<file path="src/rtl/disp_page_sched.sv">
// Display page scheduler: manual, auto-scroll and activity jump-and-hold page selection.
// Optional display blank pulse on page change is enabled by defining DISP_PAGE_BLANK_EN.
module disp_page_sched #(
    parameter int WIDTH     = 16,
    parameter int DWELL     = 50000000,
    parameter int HOLD      = 100000000,
    parameter int BLANK_CYC = 5000000
) (
    input  logic                 clk,
    input  logic                 rst,
    input  logic                 mode_auto,
    input  logic [1:0]           sel,
    input  logic [3:0]           act,
    input  logic [4*WIDTH-1:0]   data_bank,
    output logic [WIDTH-1:0]     data_out,
    output logic [1:0]           page,
    output logic [3:0]           page_onehot,
    output logic                 in_hold,
    output logic                 blank
);

    localparam int DW = $clog2(DWELL);
    localparam int HW = $clog2(HOLD);
    localparam logic [DW-1:0] DWELL_LAST = DW'(DWELL - 1);
    localparam logic [HW-1:0] HOLD_LAST  = HW'(HOLD - 1);

    typedef enum logic [1:0] {
        S_MANUAL = 2'd0,
        S_AUTO   = 2'd1,
        S_HOLD   = 2'd2
    } state_t;

    state_t                 state;
    logic [DW-1:0]          dwell_cnt;
    logic [HW-1:0]          hold_cnt;
    logic [1:0]             page_nxt;
    logic [3:0][WIDTH-1:0]  bank_pg;
    logic                   any_act;
    logic                   dwell_last;
    logic                   hold_last;

    assign bank_pg    = data_bank;
    assign any_act    = |act;
    assign dwell_last = (dwell_cnt == DWELL_LAST);
    assign hold_last  = (hold_cnt == HOLD_LAST);

    // act[0] has the highest priority
    function automatic logic [1:0] winner(input logic [3:0] a);
        if (a[0])      return 2'd0;
        else if (a[1]) return 2'd1;
        else if (a[2]) return 2'd2;
        else           return 2'd3;
    endfunction

    function automatic logic [3:0] decode(input logic [1:0] p);
        return 4'b0001 << p;
    endfunction

    always_comb begin
        page_nxt = page;
        case (state)
            S_MANUAL: begin
                if (any_act)         page_nxt = winner(act);
                else if (!mode_auto) page_nxt = sel;
            end
            S_AUTO: begin
                if (any_act)         page_nxt = winner(act);
                else if (!mode_auto) page_nxt = sel;
                else if (dwell_last) page_nxt = page + 2'd1;
            end
            S_HOLD: begin
                if (any_act)                     page_nxt = winner(act);
                else if (hold_last && !mode_auto) page_nxt = sel;
            end
            default: page_nxt = page;
        endcase
    end

    always_ff @(posedge clk) begin
        if (rst) begin
            state       <= S_MANUAL;
            page        <= 2'd0;
            page_onehot <= 4'b0001;
            data_out    <= '0;
            in_hold     <= 1'b0;
            dwell_cnt   <= '0;
            hold_cnt    <= '0;
        end else begin
            page        <= page_nxt;
            page_onehot <= decode(page_nxt);
            data_out    <= bank_pg[page];
            case (state)
                S_MANUAL: begin
                    dwell_cnt <= '0;
                    if (any_act) begin
                        state    <= S_HOLD;
                        hold_cnt <= '0;
                        in_hold  <= 1'b1;
                    end else if (mode_auto) begin
                        state <= S_AUTO;
                    end
                end
                S_AUTO: begin
                    if (any_act) begin
                        state     <= S_HOLD;
                        hold_cnt  <= '0;
                        dwell_cnt <= '0;
                        in_hold   <= 1'b1;
                    end else if (!mode_auto) begin
                        state     <= S_MANUAL;
                        dwell_cnt <= '0;
                    end else if (dwell_last) begin
                        dwell_cnt <= '0;
                    end else begin
                        dwell_cnt <= dwell_cnt + 1'b1;
                    end
                end
                S_HOLD: begin
                    if (any_act) begin
                        hold_cnt <= '0;
                    end else if (hold_last) begin
                        state     <= mode_auto ? S_AUTO : S_MANUAL;
                        hold_cnt  <= '0;
                        dwell_cnt <= '0;
                        in_hold   <= 1'b0;
                    end else begin
                        hold_cnt <= hold_cnt + 1'b1;
                    end
                end
                default: begin
                    state     <= S_MANUAL;
                    in_hold   <= 1'b0;
                    dwell_cnt <= '0;
                    hold_cnt  <= '0;
                end
            endcase
        end
    end

`ifdef DISP_PAGE_BLANK_EN
    localparam int BW = $clog2(BLANK_CYC + 1);
    localparam logic [BW-1:0] BLANK_LOAD = BW'(BLANK_CYC - 1);

    logic [BW-1:0] blank_cnt;
    logic          blank_q;

    // keyed on page_nxt so the pulse starts on the same edge the page moves
    always_ff @(posedge clk) begin
        if (rst) begin
            blank_q   <= 1'b0;
            blank_cnt <= '0;
        end else if (page_nxt != page) begin
            blank_q   <= 1'b1;
            blank_cnt <= BLANK_LOAD;
        end else if (blank_cnt != '0) begin
            blank_cnt <= blank_cnt - 1'b1;
        end else begin
            blank_q <= 1'b0;
        end
    end

    assign blank = blank_q;
`else
    assign blank = 1'b0;
`endif

endmodule

</file>
<file path="config.mk">
export PLATFORM = sky130hd
export DESIGN_NAME = disp_page_sched
export DESIGN_NICKNAME = d
export VERILOG_FILES = /design/src/rtl/disp_page_sched.sv
export SDC_FILE = /design/constraint.sdc
export NUM_CORES = 1
export LEC_CHECK = 0
export ABC_AREA = 1
export CORE_MARGIN = 2
export CORE_UTILIZATION = 50
export CTS_BUF_LIST = sky130_fd_sc_hd__clkbuf_16
export DETAILED_ROUTE_END_ITERATION = 16
export PLACE_DENSITY = 0.87
export SLEW_MARGIN = 40
export SYNTH_ARGS = -nofsm -noshare
export SYNTH_HDL_FRONTEND = slang
export SYNTH_SLANG_ARGS = --single-unit
export TNS_END_PERCENT = 10
</file>
<file path="constraint.sdc">
create_clock -name clk -period 1.98 [get_ports clk]
set_input_delay 0.198 -clock clk [delete_from_list [all_inputs] [get_ports clk]]
set_output_delay 0.198 -clock clk [all_outputs]
set_load 0.03 [all_outputs]
</file>
# Yosys cells after proc, flatten, opt, wreduce, memory -nomap -nowiden

Cells that the tools add are included.

Bits in registers: 78
Input port bits: 73
Output and inout port bits: 24
Logic and storage cells: 64

Add/subtract/negate cells: 3
Magnitude comparators: 1
Equality and inequality tests: 9
Shift-type cells: 1
Mux-type cells: 35
Reductions and logical operators: 8

Operators with widths:

| cell                    | number |
|---|---|
| $mux W26                | 5 |
| $mux W27                | 3 |
| $pmux W27 S2            | 1 |
| $pmux W26 S2            | 1 |
| $bmux W16 S2            | 1 |
| $mux W2                 | 15 |
| $add A27 B1 Y27 const B | 1 |
| $eq A27 B27 Y1 const B  | 1 |
| $add A26 B1 Y26 const B | 1 |
| $eq A26 B26 Y1 const B  | 1 |
| $mux W16                | 1 |
| $pmux W2 S3             | 2 |
| $ne A3 B3 Y1 const B    | 2 |
| $mux W1                 | 5 |
| $ne A2 B2 Y1 const B    | 2 |
| $reduce_and A4 Y1       | 1 |
| $reduce_or A4 Y1        | 1 |
| $shl A1 B2 Y4 const A   | 1 |
| $lt A2 B3 Y1 const B    | 1 |
| $reduce_and A3 Y1       | 1 |
| $add A2 B1 Y2 const B   | 1 |
| $eq A2 B1 Y1 const B    | 1 |
| $eq A2 B2 Y1 const B    | 1 |
| $logic_not A2 Y1        | 1 |
| other kinds (6)         | 6 |

# Depth between registers and ports, before layout

Depth after elaboration: 6
Gate-level depth with buffers: 16
Gate-level depth less buffers: 16

# Worst setup path after synthesis

No wires, ideal clock.

Path type: flip-flop to flip-flop
From: register hold_cnt[0]
To: register dwell_cnt[3]
Setup time: 0.119 ns
Arrival: 1.663 ns
Required time: 1.861 ns
Path slack: 0.198 ns
Stages on the path, launching flop included: 12
Buffers on the path: 1
Period minus slack after synthesis: 1.782 ns
Cell sequence: dfxtp_1 > ha_1 > nand2_1 > nor2_1 > nand2_2 > nor2_4 > nand3_4 > nand2_8 > buf_4 > nand4_1 > o21ai_0 > a21oi_1

Longest elaborated chain between the ends: 3

Ends and longest elaborated chain:

| what                               | RTL line | text |
|---|---|---|
| start: declaration                 | 35       | `logic [HW-1:0] hold_cnt;` |
| start signal: assignment           | 127      | `hold_cnt <= hold_cnt + 1'b1;` |
| $eq A27 B27 Y1                     | 45       | `assign hold_last = (hold_cnt == HOLD_LAST);` |
| $ne A2 B2 Y1 (no source line)      | --       |  |
| $reduce_and A2 Y1 (no source line) | --       |  |
| end signal: assignment             | 115      | `dwell_cnt <= dwell_cnt + 1'b1;` |
| end: declaration                   | 34       | `logic [DW-1:0] dwell_cnt;` |

Every way passes these cells.
A chain may end at the register's enable or synchronous reset.

# Final worst setup path

From: register hold_cnt[1]
To: register state[0]

Longest elaborated chain between the ends: 3

Ends and longest elaborated chain:

| what                               | RTL line | text |
|---|---|---|
| $eq A27 B27 Y1                     | 45       |  |
| $ne A2 B2 Y1 (no source line)      | --       |  |
| $reduce_and A4 Y1 (no source line) | --       |  |
| end signal: assignment             | 122      | `state <= mode_auto ? S_AUTO : S_MANUAL;` |
| end: declaration                   | 33       | `state_t state;` |

Every way passes these cells.

==> metrics.md <==
| Metric | Value |
|---|---|
| Synth Area in Adders | 0.5804% |
| Post-DP HPWL | 9.356 mm |
| Die Ht | 96.86 um |
| Number of global-route vias before repair | 4880 |
| CP Capture Type | flop |
| Largest net degree at the start of global routing | 35 |
| DR vias/cell | 5.519 |
| Final instance area | 0.006238 sq mm |
| Clk_skew | 4.268 ps |
| Slowest cell on the critical path | dfxtp_2 |
| Top Ports | 97 |
| RSZ-0062 raised after global routing | yes |
| Setup TNS | -54.02 ps |
| Clock buffer depth | 2 |
| Synth Instances | 659 |
| CP Cell Sequence | ha_4 > nand2_4 > nor2_4 > nand2_2 > nor2_4 > nand3_4 > nand2_8 > buf_12 > buf_8 > buf_4 > o2111ai_1 > a21oi_1 |
| Post-synthesis compound-gate area fraction | 13.38% |
| WL/cell | 15.35 um |
| Critical setup path kind | flop to flop |
| H-tree depth | 3 |
| Slowest stage delay, CP | 360 ps |
| EDFF count, synth | 0 |
| Crit Path Max Fanout | 8 |
| DRC viols | 0 |
| Clk slew on worst S/H paths | 60 ps |
| CP Data Required Time | 2240 ps |
| Period utilisation layout | 101.5% |
| Gr usage total | 28.14% |
| CP dominant cell by count | nor2_4 |
| Antenna-violating nets left | 0 |
| Initial Util | 51.95% |
| Final net count | 879 |
| Inserted Diodes | 0 |
| Predominant post-synthesis flop cell | dfxtp_1 |
| DP Area | 0.005654 sq mm |
| Synth Area in XOR/XNOR | 2.844% |
| Worst min path class | flop to flop |
| Clk_lat worst skew | 340 ps |
| Failing checks | negative setup slack |
| Fin worst setup slack | -29.50 ps |
| Ys async rst share | 0% |
| Tmin final | 2009 ps |
| CTS Root Cell | clkbuf_16 |
| Avg Cell Area, Syn | 6.543 sq um |
| Slew HR | 62.35% |
| Core Region | 0.008299 sq mm |
| Total of max-cap violations | 0 |
| Port bufs | 95 |
| Die area | 0.009382 sq mm |
| Num CTS Buffers | 9 |
| Syn_nets | 734 |
| Flops & latches, synth | 78 |
| CP arrival | 2270 ps |
| Cell Area, Synth | 0.004312 sq mm |
| Synth cell types | 41 |
| Lkg Pwr | 2.396 nW |
| Seq/Total Area, Yosys | 36.22% |
| Place WS | -119.4 ps |
| Global-route wire length before repair | 21.79 mm |
| Post-Synth Simple-Gate Area | 38.68% |
| Warnings, synthesis | 0 |
| Max Clock Freq | 0.4976 GHz |
| CTS tree | yes |
| Vias | 5039 |
| Worst hold slack | 460.8 ps |
| Setup violations, final | 4 |
| Overall routed net length | 14.01 mm |
| Area Growth Syn to Fin | 44.69% |
| Total power | 4.079 mW |
| Layout cell share with drive strength beyond 1 | 16.96% |
| Die width | 96.86 um |
| Total grt overflow | 0 |
| Antenna violations before repair | 0 |
| Pins Over Slew Limit | 0 |
| Fin. Hold Viols | 0 |
| Drt first-iter violations | 372 |
| Least-Margin Pin Slew | 564.2 ps |
| TritonCTS Sinks | 78 |
| Outcome | complete, but fails checks |
| Largest family of logic cells by synthesized area | simple AND/OR/NAND/NOR gates |
| Mux cell area share after synthesis | 0% |
| Storage element area | 0.001572 sq mm |
| First-pass DRT Iterations | 6 |
| Rows | 33 |
| PD cells | 653.8 mW/mm^2 |
| Crit path launch type | flop |
| Multi-input gate area | 0.002539 sq mm |
| Max rail drop VDD | 0.4569 mV |
| Fillers | 565 |
| Gp weighted congestion | 0.9018 |
-- layout make-up --
type / instances / area share, %
Clock inverter: 6 / 1.243
Multi-Input combinational cell: 495 / 40.69
Inverter: 65 / 3.971
Tap cell: 105 / 2.106
Sequential cell: 78 / 25.19
Timing Repair Buffer: 155 / 23.18
Clock buffer: 9 / 3.610
-- flip-flops by register name, indices dropped and copies added (netlist names) --
register     cells
dwell_cnt       26
hold_cnt        27
in_hold          1
state            2
data_out        16
page_onehot      4
page             2
-- cells by family after synthesis --
family,Yosys count
DFF,78
buffers and inverters,86
adders and majority gates,2
and+or+nand+nor,370
AOI/OAI and AO/OA,108
xor gates and xnor gates,14
other,1
-- report_power, final --
part | internal [mW] | switching [mW]
sequential | 1.62 | 0.0239
combinational | 0.333 | 0.377
clock | 1.08 | 0.639
total | 3.04 | 1.04
-- synthesized netlist by cell type, types with 3 or more instances --
library cell | count | share of area, %
nand4_1 | 12 | 1.7
buf_4 | 5 | 0.87
xor2_1 | 11 | 2.2
or2_2 | 6 | 0.87
o21ai_0 | 44 | 5.1
a21oi_1 | 50 | 5.8
clkbuf_1 | 10 | 0.87
nor3b_1 | 3 | 0.52
nor4_1 | 6 | 0.87
buf_2 | 4 | 0.46
xnor2_1 | 3 | 0.61
inv_1 | 62 | 5.4
dfxtp_1 | 78 | 36
nor2_1 | 143 | 12
nor2_4 | 3 | 0.78
nand2_2 | 4 | 0.58
nand2_1 | 118 | 10
o21a_1 | 6 | 1.0
nand3_1 | 36 | 4.2
nor3_1 | 24 | 2.8
nor2_2 | 5 | 0.73
-- metrics by stage --
| step | instances | util, % |
|---|---|---|
| floorplan | 659 | - |
| global placement | 886 | 68.13 |
| detailed placement | 886 | 68.13 |
| CTS | 901 | 71.88 |
| global route | 913 | 75.17 |
| finish | 913 | 75.17 |
-- per-layer routing --
layer | up-vias | wire [um] | GRT usage, % | part of all wire [%]
met5 | - | 0 | 0 | 0
met4 | 0 | 640 | 16.90 | 4.6
met3 | 70 | 949 | 4.697 | 6.8
met2 | 253 | 7172 | 49.57 | 51
met1 | 2289 | 5250 | 31.66 | 37
li1 | 2427 | - | - | -
-- critical path, delay by kind of cell (launching register included) --
family | cells | cell delay (ps)
buf+inv | 3 | 410
simple gates | 6 | 700
flops | 1 | 360
compound gates | 2 | 320
fa+ha+maj | 1 | 150
-- worst paths after layout --
kind                                           startpoint                         to  slack, ps  depth (start not counted)
worst max-delay path             hold_cnt[1]$_SDFFE_PP0N_      state[0]$_SDFFE_PP0P_        -30                         12
worst min-delay path            hold_cnt[25]$_SDFFE_PP0N_  hold_cnt[25]$_SDFFE_PP0N_        460                          2
worst max register to register   hold_cnt[1]$_SDFFE_PP0N_      state[0]$_SDFFE_PP0P_        -30                         12
worst min register to register  hold_cnt[25]$_SDFFE_PP0N_  hold_cnt[25]$_SDFFE_PP0N_        460                          2
-- cell usage in the layout (no fill, tap or decap), types with 10 or more instances in the layout --
cell type          n
nor2_1           134
dfxtp_1           70
inv_1             59
nand2_1          114
nor3_1            23
a21oi_1           47
o21ai_0           42
nand4_1           12
buf_4             54
nand3_1           32
xor2_1            11
nor2_2            10
clkdlybuf4s50_1   94
-- what timing repair did --
item / CTS / global route
endpoints found under the setup margin: 6 / 44
pin swaps: 0 / 12
buffers inserted: 0 / 12
resized for setup: 3 / 54
hold buffers: 0 / 0
Note: power is estimated with default switching activity, not from simulation.
